$ cat src/rtl/key_cond_pkg.sv
// Shared definitions for the board-input conditioning blocks.
// Holds the key debouncer state encoding and the default debounce
// interval (20 ms at 50 MHz) so every board-input block agrees on them.
package key_cond_pkg;

    localparam int DEFAULT_DEBOUNCE_CYCLES = 1_000_000;

    typedef logic [1:0] key_state_t;

    localparam key_state_t ST_RELEASED    = 2'd0;
    localparam key_state_t ST_PRESS_CHK   = 2'd1;
    localparam key_state_t ST_PRESSED     = 2'd2;
    localparam key_state_t ST_RELEASE_CHK = 2'd3;

    // The key is considered "down" once a press has been accepted and
    // until a release has been fully confirmed.
    function automatic logic state_is_down(input key_state_t st);
        return (st == ST_PRESSED) || (st == ST_RELEASE_CHK);
    endfunction

endpackage

$ cat src/rtl/sync_ff_chain.sv
// Multi-flop synchroniser for one asynchronous input bit.
// Ports:
//   clk   - destination clock
//   rst   - synchronous reset, active-high; loads every flop with RESET_VAL
//   d     - asynchronous input
//   q     - synchronised output (STAGES clock edges of latency)
module sync_ff_chain #(
    parameter int   STAGES    = 2,
    parameter logic RESET_VAL = 1'b0
) (
    input  logic clk,
    input  logic rst,
    input  logic d,
    output logic q
);

    logic [STAGES-1:0] chain;

    // Shift the raw input through the chain; bit 0 is the metastable
    // capture flop, the top bit is the settled output.
    always_ff @(posedge clk) begin
        if (rst) begin
            chain <= {STAGES{RESET_VAL}};
        end else begin
            chain <= {chain[STAGES-2:0], d};
        end
    end

    assign q = chain[STAGES-1];

endmodule

$ cat src/rtl/key_step_conditioner.sv
// Input conditioning in front of the sequence detector: synchronises the
// active-low shift key and the x switch, debounces the key, and emits one
// single-cycle step strobe per physical press with x captured alongside.
// Ports:
//   CLOCK_50   - 50 MHz system clock
//   rst        - synchronous reset, active-high
//   shift_n    - raw push-button, active-low, asynchronous
//   x_raw      - raw data switch, asynchronous
//   step       - one-cycle strobe per debounced press
//   x_bit      - x sampled on the step edge, held until the next step
//   key_down   - debounced key level (1 = pressed)
//   step_count - accepted presses modulo 256
module key_step_conditioner
    import key_cond_pkg::*;
#(
    parameter int DEBOUNCE_CYCLES = DEFAULT_DEBOUNCE_CYCLES,
    parameter int CNT_W           = 20,
    parameter int SYNC_STAGES     = 2
) (
    input  logic       CLOCK_50,
    input  logic       rst,
    input  logic       shift_n,
    input  logic       x_raw,
    output logic       step,
    output logic       x_bit,
    output logic       key_down,
    output logic [7:0] step_count
);

    localparam logic [CNT_W-1:0] CNT_LAST = CNT_W'(DEBOUNCE_CYCLES - 1);

    logic key_s;
    logic x_s;

    key_state_t       state, state_nx;
    logic [CNT_W-1:0] cnt, cnt_nx;
    logic             step_nx;
    logic             x_bit_nx;
    logic             key_down_nx;
    logic [7:0]       step_count_nx;

    // The key synchroniser resets to the released level so that a reset
    // never looks like a press edge; x resets to 0.
    sync_ff_chain #(.STAGES(SYNC_STAGES), .RESET_VAL(1'b1)) u_key_sync (
        .clk (CLOCK_50),
        .rst (rst),
        .d   (shift_n),
        .q   (key_s)
    );

    sync_ff_chain #(.STAGES(SYNC_STAGES), .RESET_VAL(1'b0)) u_x_sync (
        .clk (CLOCK_50),
        .rst (rst),
        .d   (x_raw),
        .q   (x_s)
    );

    // State, counter and output registers.
    always_ff @(posedge CLOCK_50) begin
        if (rst) begin
            state      <= ST_RELEASED;
            cnt        <= '0;
            step       <= 1'b0;
            x_bit      <= 1'b0;
            key_down   <= 1'b0;
            step_count <= 8'd0;
        end else begin
            state      <= state_nx;
            cnt        <= cnt_nx;
            step       <= step_nx;
            x_bit      <= x_bit_nx;
            key_down   <= key_down_nx;
            step_count <= step_count_nx;
        end
    end

    // Next-state logic. A level change is accepted only after it has been
    // seen continuously for DEBOUNCE_CYCLES checks; any contrary sample
    // during a check returns to the previous stable state.
    always_comb begin
        state_nx = state;
        cnt_nx   = cnt;
        case (state)
            ST_RELEASED: begin
                if (!key_s) begin
                    state_nx = ST_PRESS_CHK;
                    cnt_nx   = '0;
                end
            end
            ST_PRESS_CHK: begin
                if (key_s) begin
                    state_nx = ST_RELEASED;
                end else if (cnt == CNT_LAST) begin
                    state_nx = ST_PRESSED;
                end else begin
                    cnt_nx = cnt + 1'b1;
                end
            end
            ST_PRESSED: begin
                if (key_s) begin
                    state_nx = ST_RELEASE_CHK;
                    cnt_nx   = '0;
                end
            end
            ST_RELEASE_CHK: begin
                if (!key_s) begin
                    state_nx = ST_PRESSED;
                end else if (cnt == CNT_LAST) begin
                    state_nx = ST_RELEASED;
                end else begin
                    cnt_nx = cnt + 1'b1;
                end
            end
            default: begin
                state_nx = ST_RELEASED;
                cnt_nx   = '0;
            end
        endcase
    end

    // Output logic. Only the PRESS_CHK -> PRESSED acceptance produces a
    // step, so a held key or a release bounce can never repeat it.
    always_comb begin
        step_nx       = (state == ST_PRESS_CHK) && (state_nx == ST_PRESSED);
        x_bit_nx      = step_nx ? x_s : x_bit;
        step_count_nx = step_nx ? step_count + 8'd1 : step_count;
        key_down_nx   = state_is_down(state_nx);
    end

endmodule
$ cat config.mk
export PLATFORM = sky130hd
export DESIGN_NAME = key_step_conditioner
export DESIGN_NICKNAME = d
export VERILOG_FILES = /design/src/rtl/key_cond_pkg.sv /design/src/rtl/sync_ff_chain.sv /design/src/rtl/key_step_conditioner.sv
export SDC_FILE = /design/constraint.sdc
export NUM_CORES = 1
export LEC_CHECK = 0
export ABC_AREA = 1
export BUFFER_PORTS_ARGS = -buffer_cell sky130_fd_sc_hd__clkbuf_2
export CAP_MARGIN = 20
export CORE_ASPECT_RATIO = 0.75
export CORE_MARGIN = 2
export CORE_UTILIZATION = 50
export CTS_CLUSTER_SIZE = 28
export DETAILED_ROUTE_END_ITERATION = 7
export GPL_ROUTABILITY_DRIVEN = 0
export PLACE_DENSITY = 0.8
export SLEW_MARGIN = 20
export SYNTH_ARGS = -nofsm -noshare
export SYNTH_HDL_FRONTEND = slang
export SYNTH_SLANG_ARGS = --single-unit
export TNS_END_PERCENT = 5
$ cat constraint.sdc
create_clock -name CLOCK_50 -period 1.4 [get_ports CLOCK_50]
set_input_delay 0.07 -clock CLOCK_50 [delete_from_list [all_inputs] [get_ports CLOCK_50]]
set_output_delay 0.07 -clock CLOCK_50 [all_outputs]
set_load 0.05 [all_outputs]
======== After elaboration in Yosys (flattened, before gate mapping) ========
Index checks and enable logic that the tools add are counted.
word-level totals
  register bits ........................... 37
  logic and storage cells ................. 37
  memories ................................ 0
  output and inout bits ................... 11
  bits in read-only memories .............. 0
  input bits .............................. 4
  bits in latches ......................... 0
  memory bits (writable) .................. 0
operators by class
  shift operators ......................... 0
  bitwise logic cells ..................... 0
  mux-type cells .......................... 13
  multipliers ............................. 0
  order comparisons ....................... 0
  reductions and logical operators ........ 4
  divide/modulo/power cells ............... 0
  eq/ne operators ......................... 10
  add/subtract/negate cells ............... 2
operators by type and width
  cell                     count
  $mux W20                 5
  $pmux W20 S4             1
  $add A20 B1 Y20 const B  1
  $eq A20 B20 Y1 const B   1
  $mux W2                  6
  $add A8 B1 Y8 const B    1
  $eq A2 B2 Y1 const B     4
  $pmux W2 S4              1
  $ne A2 B1 Y1 const B     2
  $ne A2 B2 Y1 const B     2
  $reduce_and A4 Y1        1
  $eq A2 B1 Y1 const B     1
  $logic_not A2 Y1         1
  $logic_and A1 B1 Y1      1
  $logic_or A1 B1 Y1       1

======== Logic depth before layout (Yosys ltp) ========
Gate-level depths: netlist of run 1.
  depth in word-level cells ............... 6
  depth in mapped cells ................... 11
  depth with buffers taken out ............ 11

======== Hierarchy ========
Synthesis of run 1 repeated with hierarchy kept, for this count alone.
unflattened totals
  cell total of the unflattened synthesis .. 292
  area, all modules ....................... 1901.8 sq um
modules (own cells, without submodules)
  module                      area each (sq um)  instances  sequential area each (sq um)  cells each
  key_step_conditioner        1788.0             1          640.6                         279
  sync_ff_chain (u_key_sync)  58.8               1          40.0                          7
  sync_ff_chain (u_x_sync)    55.1               1          40.0                          6

======== Worst setup path before layout of run 1 ========
Ideal clock, no wire load.
  kind .................................... reg2reg
  start ................................... register, netlist name key_down
  end ..................................... register cnt[11]
  path buffers ............................ 1
  arrival time ............................ 1460 ps
  stages on the path, launching flop included .. 9
  required time ........................... 1272 ps
  setup time .............................. 128 ps
  setup slack ............................. -187 ps
  clock period less this slack ............ 1587 ps
  cell sequence ........................... dfxtp_1 nor2_1 inv_1 nand2_1 nand2_4 buf_6 nor2_1 a21oi_1 nor2_1
RTL lines
  item                    RTL line                    text
  end signal: assignment  key_step_conditioner.sv:69  cnt <= cnt_nx;
  end: declaration        key_step_conditioner.sv:36  logic [CNT_W-1:0] cnt, cnt_nx;

======== Worst setup path in the final report of run 1 ========
  start ................................... register cnt[1]
  end ..................................... register cnt[4]
on the way
  word-level cells in the longest chain between the ends .. 4
  elaborated cells on any way between the ends .. 6
  those cells by class .................... 1 x add/sub; 1 x eq/ne; 4 x mux
RTL lines
  item                                                      RTL line                                                 text
  $add A20 B1 Y20 / $eq A20 B20 Y1 (equally long branches)  -
  $mux W20 (*)                                              key_step_conditioner.sv:93, key_step_conditioner.sv:108
  $mux W20, on equally long branches                        key_step_conditioner.sv:106, key_step_conditioner.sv:91
  $pmux W20 S4 (*)                                          key_step_conditioner.sv:83                               case (state)
Every way passes the cells marked *; elsewhere a longest branch is shown, timed or not. The select of a mux whose other input is x is not followed.
A chain may end at the register's enable or synchronous reset.

==> results of run 1 <==
## repair_timing
action	CTS	global route
setup endpoints to repair	28	32
hold buffers	2	0
pin swaps	7	4
setup buffers	0	1
resized for setup	13	6
endpoints found under the hold margin	2	0
## path summary, 6_finish.rpt
kind,slack (ns),to,from,cells past startpoint
worst max-delay path,-0.1,cnt[4]$_SDFFE_PP0P_,cnt[1]$_SDFFE_PP0P_,9
worst min-delay path,0.17,u_x_sync.chain[0]$_SDFF_PP0_,rst,3
worst max register to register,-0.1,cnt[4]$_SDFFE_PP0P_,cnt[1]$_SDFFE_PP0P_,9
worst min register to register,0.41,u_key_sync.chain[1]$_SDFF_PP1_,u_key_sync.chain[0]$_SDFF_PP1_,1
## cell type report
class / count / area, um2
tap: 52 / 65.06
fill: 288 / 1109
clock buffer: 5 / 68.82
inverter: 36 / 142.6
timing repair buffer: 58 / 416.7
multi-input combinational: 211 / 1064
sequential: 36 / 729.5
clock inverter: 3 / 42.54
## through the flow
stage / setup slack [ns] / instance area [um2] / hold slack, ns / power, mW
floorplan: -0.007369 / 1906 / 0.1541 / 1.106
finish: -0.09850 / 2529 / 0.1692 / 2.040
CTS: -0.09417 / 2504 / 0.1597 / 2.059
global placement: -0.08637 / 2322 / 0.2527 / 1.141
global route: -0.2086 / 2529 / 0.1866 / 2.107
detailed placement: -0.1046 / 2322 / 0.2602 / 1.144
## worst register-to-register path, stage by stage, from the launching register on
cell	delay [ns]
dfxtp_2	0.36
ha_4	0.16
nand3_4	0.12
nor2_4	0.14
nand3_4	0.15
nand3_2	0.14
nand2_4	0.10
clkinv_4	0.12
o21ai_2	0.07
nor2_1	0.10
## synthesized netlist by cell type (all sizes together)
| cell | number | area (um2) |
|---|---|---|
| nor2 | 76 | 320.3 |
| or2 | 2 | 12.51 |
| nor3 | 5 | 25.02 |
| a21oi | 11 | 55.05 |
| clkinv | 2 | 12.51 |
| buf | 2 | 22.52 |
| nand3 | 23 | 132.6 |
| dfxtp | 36 | 720.7 |
| nand2 | 66 | 257.8 |
| o21bai | 1 | 7.510 |
| o21ai | 13 | 72.57 |
| nand4 | 8 | 50.05 |
| xor2 | 2 | 17.52 |
| inv | 34 | 127.6 |
| nor3b | 1 | 7.510 |
| clkbuf | 1 | 3.750 |
| and2 | 1 | 6.260 |
| ha | 2 | 25.02 |
## registers in the layout, indices dropped and copies added, names as in the netlist
signal / flops
u_key_sync.chain: 2
u_x_sync.chain: 2
step_count: 8
step: 1
cnt: 20
x_bit: 1
state: 1
key_down: 1
## per-layer routing
metal,up-vias,share of wire (%)
met5,-,0
met4,0,1.9
met3,19,7.3
met2,83,45
met1,855,45
li1,1028,-
## cells in the final DEF, fill, tap and decap left out, drive strengths merged, types with 3 or more instances in the layout
cell type,netlist,routed
buf,2,42
clkbuf,1,19
nand3,23,23
a21oi,11,11
nand2,66,66
inv,34,34
clkinv,2,3
nor3,5,5
o21ai,13,13
nor2,76,76
dfxtp,36,36
nand4,8,8
## report_power, final
| group | leakage [nW] | total, mW | switching (mW) | internal [mW] |
|---|---|---|---|---|
| clock | 0.0541 | 0.906 | 0.380 | 0.527 |
| sequential | 0.294 | 1.03 | 0.00394 | 1.03 |
| combinational | 0.663 | 0.0994 | 0.0584 | 0.0410 |
| total | 1.01 | 2.04 | 0.442 | 1.60 |
## kinds of logic after synthesis
group                      share of synthesized area, %
AOI/OAI and AO/OA                                 7.200
DFF                                               38.40
buffers and inverters                             8.867
xor gates and xnor gates                         0.9335
adders and majority gates                         1.333
and+or+nand+nor                                   43.27
==> run metrics, run 1 <==
failing checks setup timing; largest net degree at the start of global routing 14; DR WL/cell 12.17 um; nets 354; I/O pin total 15; final core occ 69.52%; TritonCTS buffer count 5; H-tree depth 2; DIE HEIGHT 57.06 um; CTS max path bufs 2; Slew headroom 81.52%; #FFs+latches synth 36; setup TNS after final layout -1.682 ns; Crit Path Category register to register; syn_nets 292; met3 Use GR 7.244%; Die Wd 74.75 um; Post-DP HPWL 3.477 mm; Total Routed Length 4.881 mm; fin worst setup slack -0.09850 ns; CP max FO 10; CP dominant cell by count nand3_4; Slew Viols, Final 0; leakage power 1.012 nW; non-filler cells, final 401; GR Util met2 39.32%; initial core utilization 51.60%; Cell Chain, Critical Path ha_4, nand3_4, nor2_4, nand3_4, nand3_2, nand2_4, clkinv_4, o21ai_2, nor2_1; routed vias 1,985; Avg Inst Size Synth 6.562 um2; Syn Inst Count 286; root buffer cell clkbuf_8; mapped cell area 1877 um2; Starting DRT DRC Count 180; Buffers on Ports 14; post-layout minimum cycle time 1.498 ns; max frequency 667.3 MHz; Setup crit end kind register; CTS sink count 36; vias per cell 4.950; status complete, but fails checks; largest delay contributor family on the critical path simple AND/OR/NAND/NOR gates; number of global-route vias before repair 1,847; Synth-to-Final Area Change 34.73%; CTS tree yes; worst stage delay on the critical path 0.36 ns; worst-margin pin slew 0.2784 ns; die area 4265 um2; MaxCap Viol Count 0; standard-cell rows 19; CP max-delay cell dfxtp_2; first-pass GRT wire length 8.204 mm; drc violations 0; share of cells above drive strength 1 29.23%; HP Class primary input to register; WP buf/inv 1; Diodes inserted 0; initial antenna violation count 0; ANT nets after route 0; Final setup viols 29; VDD IR-drop max 0.8766 mV; Critical Path RT 1.62 ns; remaining global-route overflow 0; final period utilization 107.0%; met1 Track Usage GR 33.52%; core footprint 3637 um2; Startpoint Class register; CP arrival 1.72 ns; Worst-Skew Late Latency 0.29 ns; First-pass DRT Iterations 7; Reg clk slew, reported paths 0.07 ns; sequential element share of the synthesized area 38.40%; clock skew 0.002930 ns; Fin. Hold Viols 0; Synth Warn # 0; Yosys cell types 28; unrepaired setup endpoints after global routing yes; placed cells 390; PD cells 806.9 nW/um2; global route hottest layer met2; Total GRT Usage 25.11%
Power figures use the tool's default switching activity.
==> run 2: changes to the inputs <==
Settings changed: PLACE_DENSITY 0.8 to default, PLACE_DENSITY_LB_ADDON from default to 0.3.
==> run 2 against run 1 <==
Against the previous run: the run still ends with setup timing left; via count is 1.2% higher; combinational power is 4% higher; sequential share of layout area is 0.67 points lower; hold slack worse by 0.0071 ns; global-route usage is 1.4 points higher.
==> run metrics, run 2 (synthesis results as in run 1) <==
TritonCTS buffer count 5; CP max-delay cell dfxtp_2; max frequency 648.1 MHz; standard-cell rows 19; worst-margin pin slew 0.2763 ns; Synth-to-Final Area Change 39.13%; R2R setup slack -0.14 ns; Post-Place Worst Slack -0.1784 ns; WL met1 2.451 mm; Total Routed Length 5.384 mm; HP Start rst; nets 359; initial antenna violation count 0; first-pass GRT wire length 8.549 mm; CTS tree yes; share of cells above drive strength 1 34.18%; worst stage delay on the critical path 0.35 ns; MaxCap Viol Count 0; Crit Reg-Reg Endpoint step_count[4]$_SDFFE_PP0P_; Crit Path Category register to register; DR top layer met4; I/O pin total 15; worst hold endpoint step$_SDFF_PP0_; r2r startpoint cnt[0]$_SDFFE_PP0P_; Fin. Hold Viols 0; status complete, but fails checks; Final setup viols 29; First-pass DRT Iterations 4; failing checks setup timing; die area 4265 um2; Setup crit end kind register; CTS max path bufs 2; Slew headroom 81.54%; Cell Chain, Critical Path ha_4, nand3_4, nor2_4, nand3_4, nor2_4, buf_6, nand4_1, a21oi_1; DIE HEIGHT 57.06 um; most frequent cells in the layout 60 x nand2_1, 56 x nor2_1, 42 x buf_4; core footprint 3637 um2; VDD IR-drop max 0.7843 mV; final period utilization 110.2%; CTS sink count 36; Top reg by flops cnt; WP buf/inv 1; Buffers on Ports 14; commonest non-fill, non-tap cell in the layout nand2_1; Slew Viols, Final 0; Starting DRT DRC Count 130; drc violations 0; met3 WL post-DR 276 um; Worst-Skew Late Latency 0.29 ns; hold path cells 3; remaining global-route overflow 0; max FFs per register 20; met2 WL 2.561 mm; leakage power 1.043 nW; fin worst setup slack -0.1431 ns; routed vias 2,009; root buffer cell clkbuf_8; unrepaired setup endpoints after global routing yes; Diodes inserted 0; PD cells 783.1 nW/um2; post-layout minimum cycle time 1.543 ns; Die Wd 74.75 um; Total GRT Usage 26.52%; number of global-route vias before repair 1,916; largest net degree at the start of global routing 14; Critical Path RT 1.63 ns; largest delay contributor family on the critical path simple AND/OR/NAND/NOR gates; CP max FO 5; vias per cell 4.948; Largest regs cnt x20, step_count x8; H-tree depth 2; Reg clk slew, reported paths 0.08 ns; DR WL/cell 13.26 um; filler cell count in the final layout 288; HP Class primary input to register; final core occ 71.79%; ANT nets after route 0; Startpoint Class register; clock skew 0.006565 ns; initial core utilization 51.60%; r2r worst-path depth 8; CP arrival 1.77 ns; Post-DP HPWL 3.659 mm
-- run 2: cell count changes in the layout (fill, tap and decap cells not counted), sizes merged --
cell,previous run,this run
clkbuf,19,20
clkinvlp,1,0
clkinv,3,4
buf,42,46
-- run 2: per-layer routing --
metal | vias to the layer above | GRT usage [%]
li1 | 1035 | -
met1 | 915 | 37.76
met2 | 44 | 39.70
met3 | 15 | 5.654
met4 | 0 | 9.439
met5 | - | 0
-- run 2: power by group --
group          leakage (nW)  internal [mW]  switching, mW
logic                 0.690         0.0393         0.0635
clock network        0.0552          0.529          0.378
registers             0.297           1.03        0.00424
-- run 2: what timing repair did --
item / in CTS / in global routing
setup buffers: 4 / 0
cloned: 1 / 0
setup endpoints to repair: 27 / 32
gates resized for setup: 19 / 20
hold buffers: 2 / 0
hold endpoints to repair: 2 / 0
pin swaps: 15 / 11
-- run 2: final cells by class --
type / count / area (um2) / area share [%]
clock buffer: 6 / 72.57 / 2.779
timing repair inverter: 1 / 8.758 / 0.3354
inverter: 36 / 142.6 / 5.462
tap: 52 / 65.06 / 2.492
timing repair buffer: 62 / 450.4 / 17.25
multi-input combinational: 211 / 1101 / 42.17
sequential: 36 / 735.7 / 28.17
clock inverter: 2 / 35.03 / 1.342
-- run 2: through the flow --
stage          hold slack [ns]  power, mW  area, um2  instances  setup TNS [ns]
6_report                0.1622      2.045       2611        406          -2.409
5_1_grt                 0.1776      2.097       2611        406          -5.332
4_1_cts                 0.1462      2.044       2554        406          -1.929
3_3_place_gp            0.2561      1.138       2330        391          -1.567
3_5_place_dp            0.2561      1.140       2330        391          -2.156
2_1_floorplan           0.1541      1.106       1906        286        -0.01474
-- run 2: how the worst max path moves through the flow --
stage                                    from                          to  slack, ns  depth (start not counted)
after global routing      cnt[0]$_SDFFE_PP0P_  step_count[4]$_SDFFE_PP0P_      -0.24                          8
after floorplan           cnt[1]$_SDFFE_PP0P_        cnt[11]$_SDFFE_PP0P_     -0.007                          9
after detailed placement  cnt[1]$_SDFFE_PP0P_  step_count[7]$_SDFFE_PP0P_      -0.18                          8
after global placement    cnt[1]$_SDFFE_PP0P_        cnt[18]$_SDFFE_PP0P_      -0.14                          9
after CTS                 cnt[0]$_SDFFE_PP0P_  step_count[7]$_SDFFE_PP0P_      -0.11                          8
final                     cnt[0]$_SDFFE_PP0P_  step_count[4]$_SDFFE_PP0P_      -0.14                          8
-- run 2: tightest hold or removal path, stage by stage --
cell and delay [ns]:
clkbuf_2 0.09, buf_4 0.20, nor2_2 0.06
==> run 3: changes to the inputs <==
Settings changed: MAX_ROUTING_LAYER from default to met4.
Clock period 1.4 ns to 1.6 ns, I/O delays scaled along.
==> run 3 against run 2 <==
Against the previous run: the run now ends clean; cell area down 9.8%; die area unchanged; setup slack improved by 0.21 ns; routed wire length shrank 16%; largest power group unchanged; critical endpoint is now cnt[18]$_SDFFE_PP0P_; flip-flop and latch count unchanged; first-iteration DRC count rose by 40%; final cell count decreased by 5.4%; non-clock buffer count decreased by 21; utilization down 7.0 points.
==> run metrics, run 3 (synthesis results as in run 1) <==
status finished clean; I/O pin total 15; PD cells 751.1 nW/um2; largest delay contributor family on the critical path simple AND/OR/NAND/NOR gates; DR WL/cell 11.72 um; Int Pwr 1.395 mW; Slew headroom 79.34%; final period utilization 95.54%; hold path cells 2; Setup crit end kind register; met1 Track Usage GR 32.53%; remaining global-route overflow 0; r2r startpoint cnt[1]$_SDFFE_PP0P_; Total Power 1.770 mW; number of global-route vias before repair 1,581; CP max FO 5; standard-cell rows 19; worst hold slack 0.1878 ns; met3 Use GR 4.770%; TritonCTS buffer count 5; filler cell count in the final layout 325; Reg clk slew, reported paths 0.07 ns; die area 4265 um2; r2r worst-path depth 9; Buffers on Ports 14; global route hottest layer met1; Starting DRT DRC Count 182; Diodes inserted 0; leakage power 0.9238 nW; initial core utilization 51.60%; Top reg by flops cnt; VDD IR-drop max 0.7087 mV; CTS max path bufs 2; nets 337; Fin. Hold Viols 0; max FFs per register 20; Synth-to-Final Area Change 25.53%; ANT nets after route 0; First-pass DRT Iterations 4; most frequent cells in the layout 63 x nand2_1, 62 x nor2_1, 32 x inv_1; core footprint 3637 um2; worst hold endpoint cnt[5]$_SDFFE_PP0P_; Final setup viols 0; H-tree depth 2; CTS sink count 36; commonest non-fill, non-tap cell in the layout nand2_1; WP buf/inv 1; worst stage delay on the critical path 0.33 ns; Total Routed Length 4.499 mm; Die Wd 74.75 um; Placed Area 2158 um2; GR Util met2 31.48%; CP dominant cell by count nor2_1; CTS tree yes; Cell Chain, Critical Path ha_2, nand3_2, buf_4, nor2_2, nand2_2, nor2_4, nand4_1, nor2_1, nor2_1; CP max-delay cell dfxtp_2; Critical Path RT 1.78 ns; Crit Reg-Reg Endpoint cnt[18]$_SDFFE_PP0P_; max frequency 654.2 MHz; non-filler cells, final 384; Comb pwr share 4.4%; HP Start rst; fin worst setup slack 0.07136 ns; largest net degree at the start of global routing 15; Total GRT Usage 22.11%; Crit Path Category register to register; HP Class primary input to register; Worst-Skew Late Latency 0.28 ns; Reg power frac 51.1%; Slew Viols, Final 0; Post-Place Worst Slack 0.006183 ns; post-route cell area 2356 um2; DIE HEIGHT 57.06 um; CP arrival 1.71 ns; root buffer cell clkbuf_8; drc violations 0; routed vias 1,900; Psw 0.3747 mW; post-layout minimum cycle time 1.529 ns; Post-DP HPWL 3.293 mm; Largest regs cnt x20, step_count x8; placed cells 372; Clk pwr share 44.4%; worst-margin pin slew 0.3099 ns; initial antenna violation count 0; clock skew 0.005476 ns; share of cells above drive strength 1 23.80%; Net Sw Frac 21.17%; setup TNS after final layout 0 ns; unrepaired setup endpoints after global routing yes; Startpoint Class register; R2R setup slack 0.07 ns; final core occ 64.77%; MaxCap Viol Count 0; vias per cell 4.948; first-pass GRT wire length 7.024 mm
-- run 3: changes by cell type in the layout (fill, tap and decap cells not counted), sizes merged --
cell and delta:
buf -21, clkinv -1
-- run 3: what timing repair did --
action                                 4_1_cts  5_1_grt
pin swaps                                    0        6
setup buffers                                0        2
hold buffers                                 2        0
setup endpoints to repair                    1       27
resized for setup                            1       16
endpoints found under the hold margin        2        0
-- run 3: area by class of cell --
| class | instances | area (um2) | share of cell area (%) |
|---|---|---|---|
| sequential | 36 | 726.9 | 30.86 |
| clock inverter | 2 | 35.03 | 1.487 |
| inverter | 36 | 140.1 | 5.948 |
| timing repair buffer | 41 | 277.8 | 11.79 |
| tap | 52 | 65.06 | 2.762 |
| clock buffer | 6 | 72.57 | 3.080 |
| multi-input combinational | 211 | 1039 | 44.08 |
-- run 3: worst max-delay path by stage --
stage,startpoint,end,depth (start not counted)
after floorplan,key_down$_SDFF_PP0_,cnt[11]$_SDFFE_PP0P_,8
after global placement,cnt[0]$_SDFFE_PP0P_,cnt[18]$_SDFFE_PP0P_,9
after detailed placement,cnt[0]$_SDFFE_PP0P_,cnt[18]$_SDFFE_PP0P_,9
after CTS,cnt[0]$_SDFFE_PP0P_,cnt[16]$_SDFFE_PP0P_,9
after global routing,cnt[1]$_SDFFE_PP0P_,cnt[18]$_SDFFE_PP0P_,9
final,cnt[1]$_SDFFE_PP0P_,cnt[18]$_SDFFE_PP0P_,9
-- run 3: routing by layer --
metal / up-vias / share of wire [%]
met5: - / 0
met1: 862 / 50
met2: 37 / 44
met3: 4 / 5.2
li1: 997 / -
met4: 0 / 0.69
-- run 3: power by group through the flow --
| stage | combinational (mW) | sequential [mW] | clock, mW |
|---|---|---|---|
| global placement | 0.0700 | 0.925 | 0 |
| CTS | 0.0742 | 0.904 | 0.791 |
| detailed placement | 0.0709 | 0.925 | 0 |
| floorplan | 0.0412 | 0.926 | 0 |
| finish | 0.0787 | 0.905 | 0.786 |
| global route | 0.0852 | 0.905 | 0.832 |
-- run 3: worst register-to-register path: stages (launching register included) --
cell and delay, ns:
dfxtp_2 0.33, ha_2 0.20, nand3_2 0.11, buf_4 0.18, nor2_2 0.12, nand2_2 0.09
nor2_4 0.13, nand4_1 0.11, nor2_1 0.12, nor2_1 0.05
